[src/rtl/control_sequencer.sv]
// control_sequencer: hardwired Moore control unit stepping fetch and execute for the Mini-SRC datapath.
module control_sequencer #(
    parameter int NUM_REGS = 16,
    parameter int ALU_W = 5
) (
    input  logic                clock,
    input  logic                clear,
    input  logic [31:0]         IR,
    input  logic                stop,
    output logic [NUM_REGS-1:0] R_in,
    output logic [NUM_REGS-1:0] R_out,
    output logic                PCout,
    output logic                PCin,
    output logic                IncPC,
    output logic                MARin,
    output logic                Read,
    output logic                MDRin,
    output logic                MDRout,
    output logic                IRin,
    output logic                Yin,
    output logic                Zin,
    output logic                Zlowout,
    output logic                Zhighout,
    output logic                HIin,
    output logic                LOin,
    output logic [ALU_W-1:0]    ALU_Control,
    output logic                Run
);
    typedef enum logic [3:0] {RST, T0, T1, T2, T3, T4, T5, T6, HALTED} state_t;
    localparam logic [NUM_REGS-1:0] ONE = 1;
    state_t state, next, fin;
    logic [4:0] op;
    logic alu3, muldiv, unary, halt;
    logic [NUM_REGS-1:0] ra_oh, rb_oh, rc_oh;
    logic [ALU_W-1:0] alu_op;
    logic ir_unused;
    assign op = IR[31:27];
    assign alu3 = op >= 5'd2 && op <= 5'd10;
    assign muldiv = op == 5'd15 || op == 5'd16;
    assign unary = op == 5'd17 || op == 5'd18;
    assign halt = op == 5'd27;
    assign ra_oh = ONE << IR[26:23];
    assign rb_oh = ONE << IR[22:19];
    assign rc_oh = ONE << IR[18:15];
    assign alu_op = ALU_W'(op - 5'd2);
    assign ir_unused = ^IR[14:0];
    // stop only matters at the edge that would otherwise return to T0
    assign fin = stop ? HALTED : T0;
    assign Run = state != RST && state != HALTED;

    always_ff @(posedge clock or negedge clear)
        if (!clear) state <= RST;
        else state <= next;

    always_comb begin
        next = state;
        {R_in, R_out, PCout, PCin, IncPC, MARin, Read, MDRin, MDRout, IRin,
         Yin, Zin, Zlowout, Zhighout, HIin, LOin, ALU_Control} = '0;
        case (state)
            RST: next = T0;
            T0: begin
                next = T1;
                {PCout, MARin, IncPC, Zin} = '1;
            end
            T1: begin
                next = T2;
                {Zlowout, PCin, Read, MDRin} = '1;
            end
            T2: begin
                next = halt ? HALTED : (alu3 || muldiv || unary) ? T3 : fin;
                {MDRout, IRin} = '1;
            end
            T3: begin
                next = T4;
                R_out = muldiv ? ra_oh : rb_oh;
                Yin = !unary;
                Zin = unary;
                ALU_Control = unary ? alu_op : '0;
            end
            T4: begin
                next = unary ? fin : T5;
                R_out = unary ? '0 : muldiv ? rb_oh : rc_oh;
                R_in = unary ? ra_oh : '0;
                Zlowout = unary;
                Zin = !unary;
                ALU_Control = unary ? '0 : alu_op;
            end
            T5: begin
                next = muldiv ? T6 : fin;
                Zlowout = 1'b1;
                LOin = muldiv;
                R_in = muldiv ? '0 : ra_oh;
            end
            T6: begin
                next = fin;
                {Zhighout, HIin} = '1;
            end
            default: next = HALTED;
        endcase
    end
endmodule

[config.mk]
export PLATFORM = sky130hd
export DESIGN_NAME = control_sequencer
export DESIGN_NICKNAME = d
export VERILOG_FILES = /design/src/rtl/control_sequencer.sv
export SDC_FILE = /design/constraint.sdc
export NUM_CORES = 1
export LEC_CHECK = 0
export CAP_MARGIN = 15
export CORE_MARGIN = 1.5
export CORE_UTILIZATION = 39
export DETAILED_ROUTE_END_ITERATION = 8
export PLACE_DENSITY = 0.89
export SLEW_MARGIN = 20
export SYNTH_ARGS = -nofsm -noshare
export SYNTH_HDL_FRONTEND = slang
export SYNTH_SLANG_ARGS = --single-unit
[constraint.sdc]
create_clock -name clock -period 2.13 [get_ports clock]
set_input_delay 0.213 -clock clock [delete_from_list [all_inputs] [get_ports clock]]
set_output_delay 0.213 -clock clock [all_outputs]
set_load 0.05 [all_outputs]
==> results of run 1 <==
[how the worst max path moves through the flow]
stage,slack [ns],to,cells after the start
global placement,-0.14,state[2]$_DFF_PN0_,9
finish,-0.23,R_out[12],6
global route,-0.33,R_out[8],5
floorplan,-0.31,R_in[10],5
detailed placement,-0.23,state[2]$_DFF_PN0_,9
CTS,-0.04,R_out[3],6
[cell usage after synthesis, types with 2 or more instances]
cell / n
nor2b_1: 7
buf_1: 6
inv_1: 4
or4b_1: 2
nor4_1: 17
o22ai_1: 10
nor2_1: 36
or2_2: 2
nand2b_1: 16
mux2i_1: 21
ha_1: 2
a31oi_1: 6
a21oi_1: 3
nand3_1: 7
buf_2: 5
nor3_1: 18
a311oi_1: 7
clkbuf_1: 9
or3_1: 2
dfrtp_1: 4
nor3b_1: 2
a211o_1: 2
buf_4: 9
nand2_1: 13
xor2_1: 2
nand4_1: 3
[kinds of logic after synthesis]
kind of cell	after synthesis	synth area share, %
AND/OR/NAND/NOR	135	47.4
buffers and inverters	34	11.3
multiplexers	21	13.6
adder cells (fa/ha/maj)	2	1.62
flip-flops	4	6.48
AO/OA/AOI/OAI	38	17.8
XOR/XNOR	3	1.70
[area by class of cell]
class                   instances  share of cell area (%)
clock buffers                   3                    1.16
inverters                       4                   0.422
multi-input cells             200                    52.3
flip-flops and latches          4                    2.81
well taps                      48                    1.69
repair buffers                130                    41.6
[report_power, final]
group          internal (mW)  switching (mW)  leakage [nW]  total, mW
Sequential            0.0807         0.00608        0.0508     0.0868
Clock                  0.120          0.0373        0.0216      0.158
Combinational          0.193           0.286          1.38      0.479
Total                  0.394           0.329          1.46      0.724
[per-layer routing]
layer | GRT usage, % | vias up
li1 | - | 1084
met1 | 51.3 | 1330
met2 | 71.1 | 390
met3 | 11.1 | 150
met4 | 21.9 | 0
met5 | 0 | -
[repair_timing]
item	CTS	global route
setup endpoints to repair	40	41
gates cloned	4	0
gates resized for setup	54	41
pin swaps	15	9
setup buffers	9	11
[worst max-delay path, stage by stage]
cell	delay, ns
clkdlybuf4s50_1	0.68
nand2_1	0.22
nor3_1	0.34
mux2i_1	0.22
o22ai_2	0.28
buf_12	0.18
[metrics by stage]
stage | TNS, ns | area, sq um | power [mW] | util, % | hold slack (ns)
3_5_place_dp | -3.25 | 2990 | 0.445 | 79.7 | 0.422
3_3_place_gp | -1.88 | 2990 | 0.431 | 79.7 | 0.418
2_1_floorplan | -4.91 | 1770 | 0.278 | - | -0.0826
6_report | -1.83 | 3560 | 0.724 | 95.1 | 0.204
5_1_grt | -2.19 | 3560 | 0.742 | 95.1 | 0.217
4_1_cts | -0.105 | 3360 | 0.640 | 89.8 | 0.199
==> impl_metrics.tcl, run 1 <==
set metrics [dict create \
    synth_top_area_cell "mux2i_1" \
    drv_slew 0 \
    hold_violations 0 \
    dieArea_sq_um 4350 \
    rsz0062_at_grt "yes" \
    final_cell_mix "buf_4 (67), buf_12 (32), nor2_1 (30), mux2i_1 (17), nor4_2 (16)" \
    drive_gt1_share_pct 58.1 \
    largest_register_ffs 4 \
    yosysTopAreaCellShare_pct 13.6 \
    fmax_mhz 425 \
    cp.required_ns 1.92 \
    rows 22 \
    seq_area_sq_um 100 \
    cts_hold_buf 0 \
    num_antenna_cells 0 \
    antenna_found_initial 0 \
    cp-start-kind "primary input" \
    relSlewSlack_pct 65.6 \
    layout_commonest_cell "buf_4" \
    wl_um 11600 \
    syn_to_final_growth_pct 131 \
    grt_max_degree 20 \
    clockRootBuffer "clkbuf_8" \
    die_h_um 65.9 \
    port_buffers 71 \
    grt_usage_pct 43.1 \
    top_regs "state x4" \
    syn_area_sq_um 1540 \
    min_period_over_period_pct 111 \
    maxCapViolCount 0 \
    async_flop_share_pct 100 \
    drc 1 \
    drtIter0Drc 540 \
    synth_area_per_cell_sq_um 6.51 \
    cellPowerDensity_nw_per_um2 203 \
    synth_ff_type "dfrtp_1" \
    drtAntennaViolNets 0 \
    final_cells 389 \
    skew_ns 0.000462 \
    hold_path.class "primary input to asynchronous set/reset pin" \
    ios 87 \
    hpwl_um 4980 \
    grt_pass1_wl_um 14300 \
    critPathCaptureType "output pin" \
    worstMarginPinSlew_ns 0.518 \
    violations "DRC, setup timing" \
    wl_per_cell_um 29.9 \
    outcome "finished with violations" \
    wl_met2_um 5140 \
    yosysUniqueCellTypes 48 \
    via_per_inst 7.59 \
    cp.arrival_ns 2.14 \
    power_leakage_nw 1.46 \
    rrSetupSlack_ns 0.21 \
    reg2reg_from "state[1]$_DFF_PN0_" \
    num_vias 2954 \
    finalCriticalPeriod_ns 2.36 \
    crit_fanout 7 \
    clockBufferDepth 2 \
    drtPass1Iterations 9 \
    fp.coreArea_sq_um 3740 \
    setup_viol 23 \
    syn-instance-count 237 \
    regMostFlops "state" \
    cts.sinks 4 \
    ys_ff_latch 4 \
    nNetsFinal 380 \
    vdd_ir_drop_max_v 0.000740 \
    topRoutingLayerUsed "met4" \
    cts_tree "yes" \
    cp-startpoint "IR[22]" \
    grt_overflow_total 0 \
    timing.rr.end "state[3]$_DFF_PN0_" \
    die_w_um 65.9 \
    worst_slack_ns -0.226 \
    synth.net_count 274 \
    cts_buffers 3 \
    crit_type "primary input to output pin" \
    clk_pin_slew_worst_paths_ns 0.03 \
    htree_levels 1 \
    yosys_warnings 0 \
    multi_input_area_sq_um 1860 \
    synth_edf_count 0 \
    synth-seq-area-share_pct 6.48 \
    synthTopCellsByArea "mux2i_1 (14%), nor2_1 (8.8%), nor4_1 (6.9%)" \
    start_util_pct 41.2 \
    clk_latency_ns 0.21 \
    dp.cells 368 \
    grt_pass1_vias 2609 \
    dr_wl_met3_um 1580 \
    fillCellCount 82 \
    worst-r2r-cell-count 6 \
    place_ws_ns -0.229 \
    place_congestion 0.902 \
    m1WireLength_um 3710 \
]
Power figures use the tool's default switching activity.
==> run 2, diff against run 1 <==
- SKIP_LAST_GASP: not set -> 1
==> run 2 against run 1 <==
  * The flow still finishes with violations (DRC, setup timing)
  * Setup slack lost 0.049 ns
  * Register-to-register slack lost 0.04 ns
  * Critical path type unchanged
  * First-iteration DRC count is 5.6% higher
  * Cell area is 0.74% lower
==> impl_metrics.tcl, run 2 (synthesis gave the netlist of run 1 again) <==
set metrics [dict create \
    num_vias 2868 \
    cellPowerDensity_nw_per_um2 206 \
    grt_pass1_vias 2680 \
    grt_overflow_total 0 \
    cp.arrival_ns 2.19 \
    dieArea_sq_um 4350 \
    cts_tree "yes" \
    crit_type "primary input to output pin" \
    timing.rr.end "state[3]$_DFF_PN0_" \
    die_w_um 65.9 \
    port_buffers 71 \
    violations "DRC, setup timing" \
    start_util_pct 41.2 \
    clockRootBuffer "clkbuf_8" \
    syn_to_final_growth_pct 129 \
    rows 22 \
    reg2reg_from "state[1]$_DFF_PN0_" \
    min_period_over_period_pct 113 \
    crit_fanout 8 \
    clk_latency_ns 0.22 \
    rsz0062_at_grt "yes" \
    critPathCaptureType "output pin" \
    worst-r2r-cell-count 6 \
    fp.coreArea_sq_um 3740 \
    finalCriticalPeriod_ns 2.40 \
    drc 26 \
    maxCapViolCount 0 \
    fin_worst_hold_slack_ns 0.201 \
    hold_violations 0 \
    cts.sinks 4 \
    clockBufferDepth 2 \
    rrSetupSlack_ns 0.17 \
    grt_max_degree 20 \
    layout_commonest_cell "buf_4" \
    top_regs "state x4" \
    relSlewSlack_pct 63.7 \
    num_antenna_cells 0 \
    nNetsFinal 376 \
    ios 87 \
    wl_per_cell_um 30.0 \
    utilization_pct 94.4 \
    skew_ns 0.00136 \
    grt_pass1_wl_um 13900 \
    fmax_mhz 416 \
    drtAntennaViolNets 0 \
    grt_usage_pct 42.0 \
    cts_buffers 3 \
    drv_slew 0 \
    via_per_inst 7.45 \
    final_cell_mix "buf_4 (66), buf_12 (32), nor2_1 (27), nor4_2 (17), mux2i_1 (15)" \
    power_leakage_nw 1.45 \
    setup_viol 39 \
    drtIter0Drc 570 \
    outcome "finished with violations" \
    vdd_ir_drop_max_v 0.000671 \
    cp.required_ns 1.92 \
    hold_path.class "primary input to asynchronous set/reset pin" \
    worstMarginPinSlew_ns 0.529 \
    regMostFlops "state" \
    die_h_um 65.9 \
    hpwl_um 4980 \
    clk_pin_slew_worst_paths_ns 0.03 \
    largest_register_ffs 4 \
    cp-start-kind "primary input" \
    place_ws_ns -0.229 \
    worst_slack_ns -0.274 \
    wl_um 11500 \
    drive_gt1_share_pct 58.8 \
    drtPass1Iterations 9 \
    setup_tns_ns -3.35 \
    antenna_found_initial 0 \
    place_congestion 0.902 \
    htree_levels 1 \
]
run 2: cell types whose count changed in the layout (fill, tap and decap cells not counted), moves of 2 or more:
cell / previous run / this run
nor2_1: 30 / 27
buf_6: 8 / 6
clkdlybuf4s50_1: 14 / 12
clkbuf_2: 5 / 3
dlymetal6s2s_1: 0 / 3
mux2i_1: 17 / 15
nor2_4: 3 / 1
nor2_2: 3 / 8
mux2i_2: 3 / 5
run 2: worst max-delay path by stage:
stage | end | start | cells after the start
5_1_grt | state[2]$_DFF_PN0_ | IR[28] | 9
6_report | R_out[5] | IR[27] | 9
4_1_cts | R_out[9] | state[1]$_DFF_PN0_ | 8
2_1_floorplan | R_in[10] | state[3]$_DFF_PN0_ | 5
3_5_place_dp | state[2]$_DFF_PN0_ | IR[28] | 9
3_3_place_gp | state[2]$_DFF_PN0_ | IR[28] | 9
run 2: stage by stage:
stage,cells,area [sq um],power (mW)
5_1_grt,385,3530,0.745
2_1_floorplan,237,1770,0.278
3_3_place_gp,368,2990,0.431
3_5_place_dp,368,2990,0.445
4_1_cts,380,3350,0.640
6_report,385,3530,0.727
run 2: cell type report:
cell class,count,area [sq um]
inverter,4,15.0
fill,92,209
timing repair buffer,126,1450
multi-input combinational,200,1860
clock buffer,3,41.3
tap,48,60.1
sequential,4,100
run 2: worst max-delay path, cell delays in order:
cell	delay, ns
dlygate4sd2_1	0.29
buf_4	0.17
nand3_2	0.10
a2bb2oi_4	0.21
buf_4	0.19
buf_12	0.16
mux2i_1	0.49
o22ai_4	0.18
buf_12	0.19
run 2: per-layer routing:
metal  track usage (%)  routed length [um]
met5                 0                   0
met4              23.4                1200
met3              12.3                1550
met2              69.9                5110
met1              47.6                3700
run 2: power breakdown:
| group | total [mW] | leakage [nW] | internal [mW] | switching (mW) |
|---|---|---|---|---|
| combinational | 0.475 | 1.37 | 0.191 | 0.285 |
| sequential | 0.0882 | 0.0508 | 0.0807 | 0.00753 |
| clock | 0.163 | 0.0216 | 0.121 | 0.0426 |
run 2: repair_timing:
action / in CTS / in global routing
hold buffers: 0 / 0
setup buffers: 9 / 5
gates resized for setup: 51 / 40
cloned: 4 / 0
hold endpoints to repair: 0 / 0
endpoints found under the setup margin: 40 / 43
pin swaps: 14 / 6
==> run 3, diff against run 2 <==
- GPL_TIMING_DRIVEN: not set -> 1
==> results of run 3 <==
Final layout, timing and power as in run 2 (identical DEF).
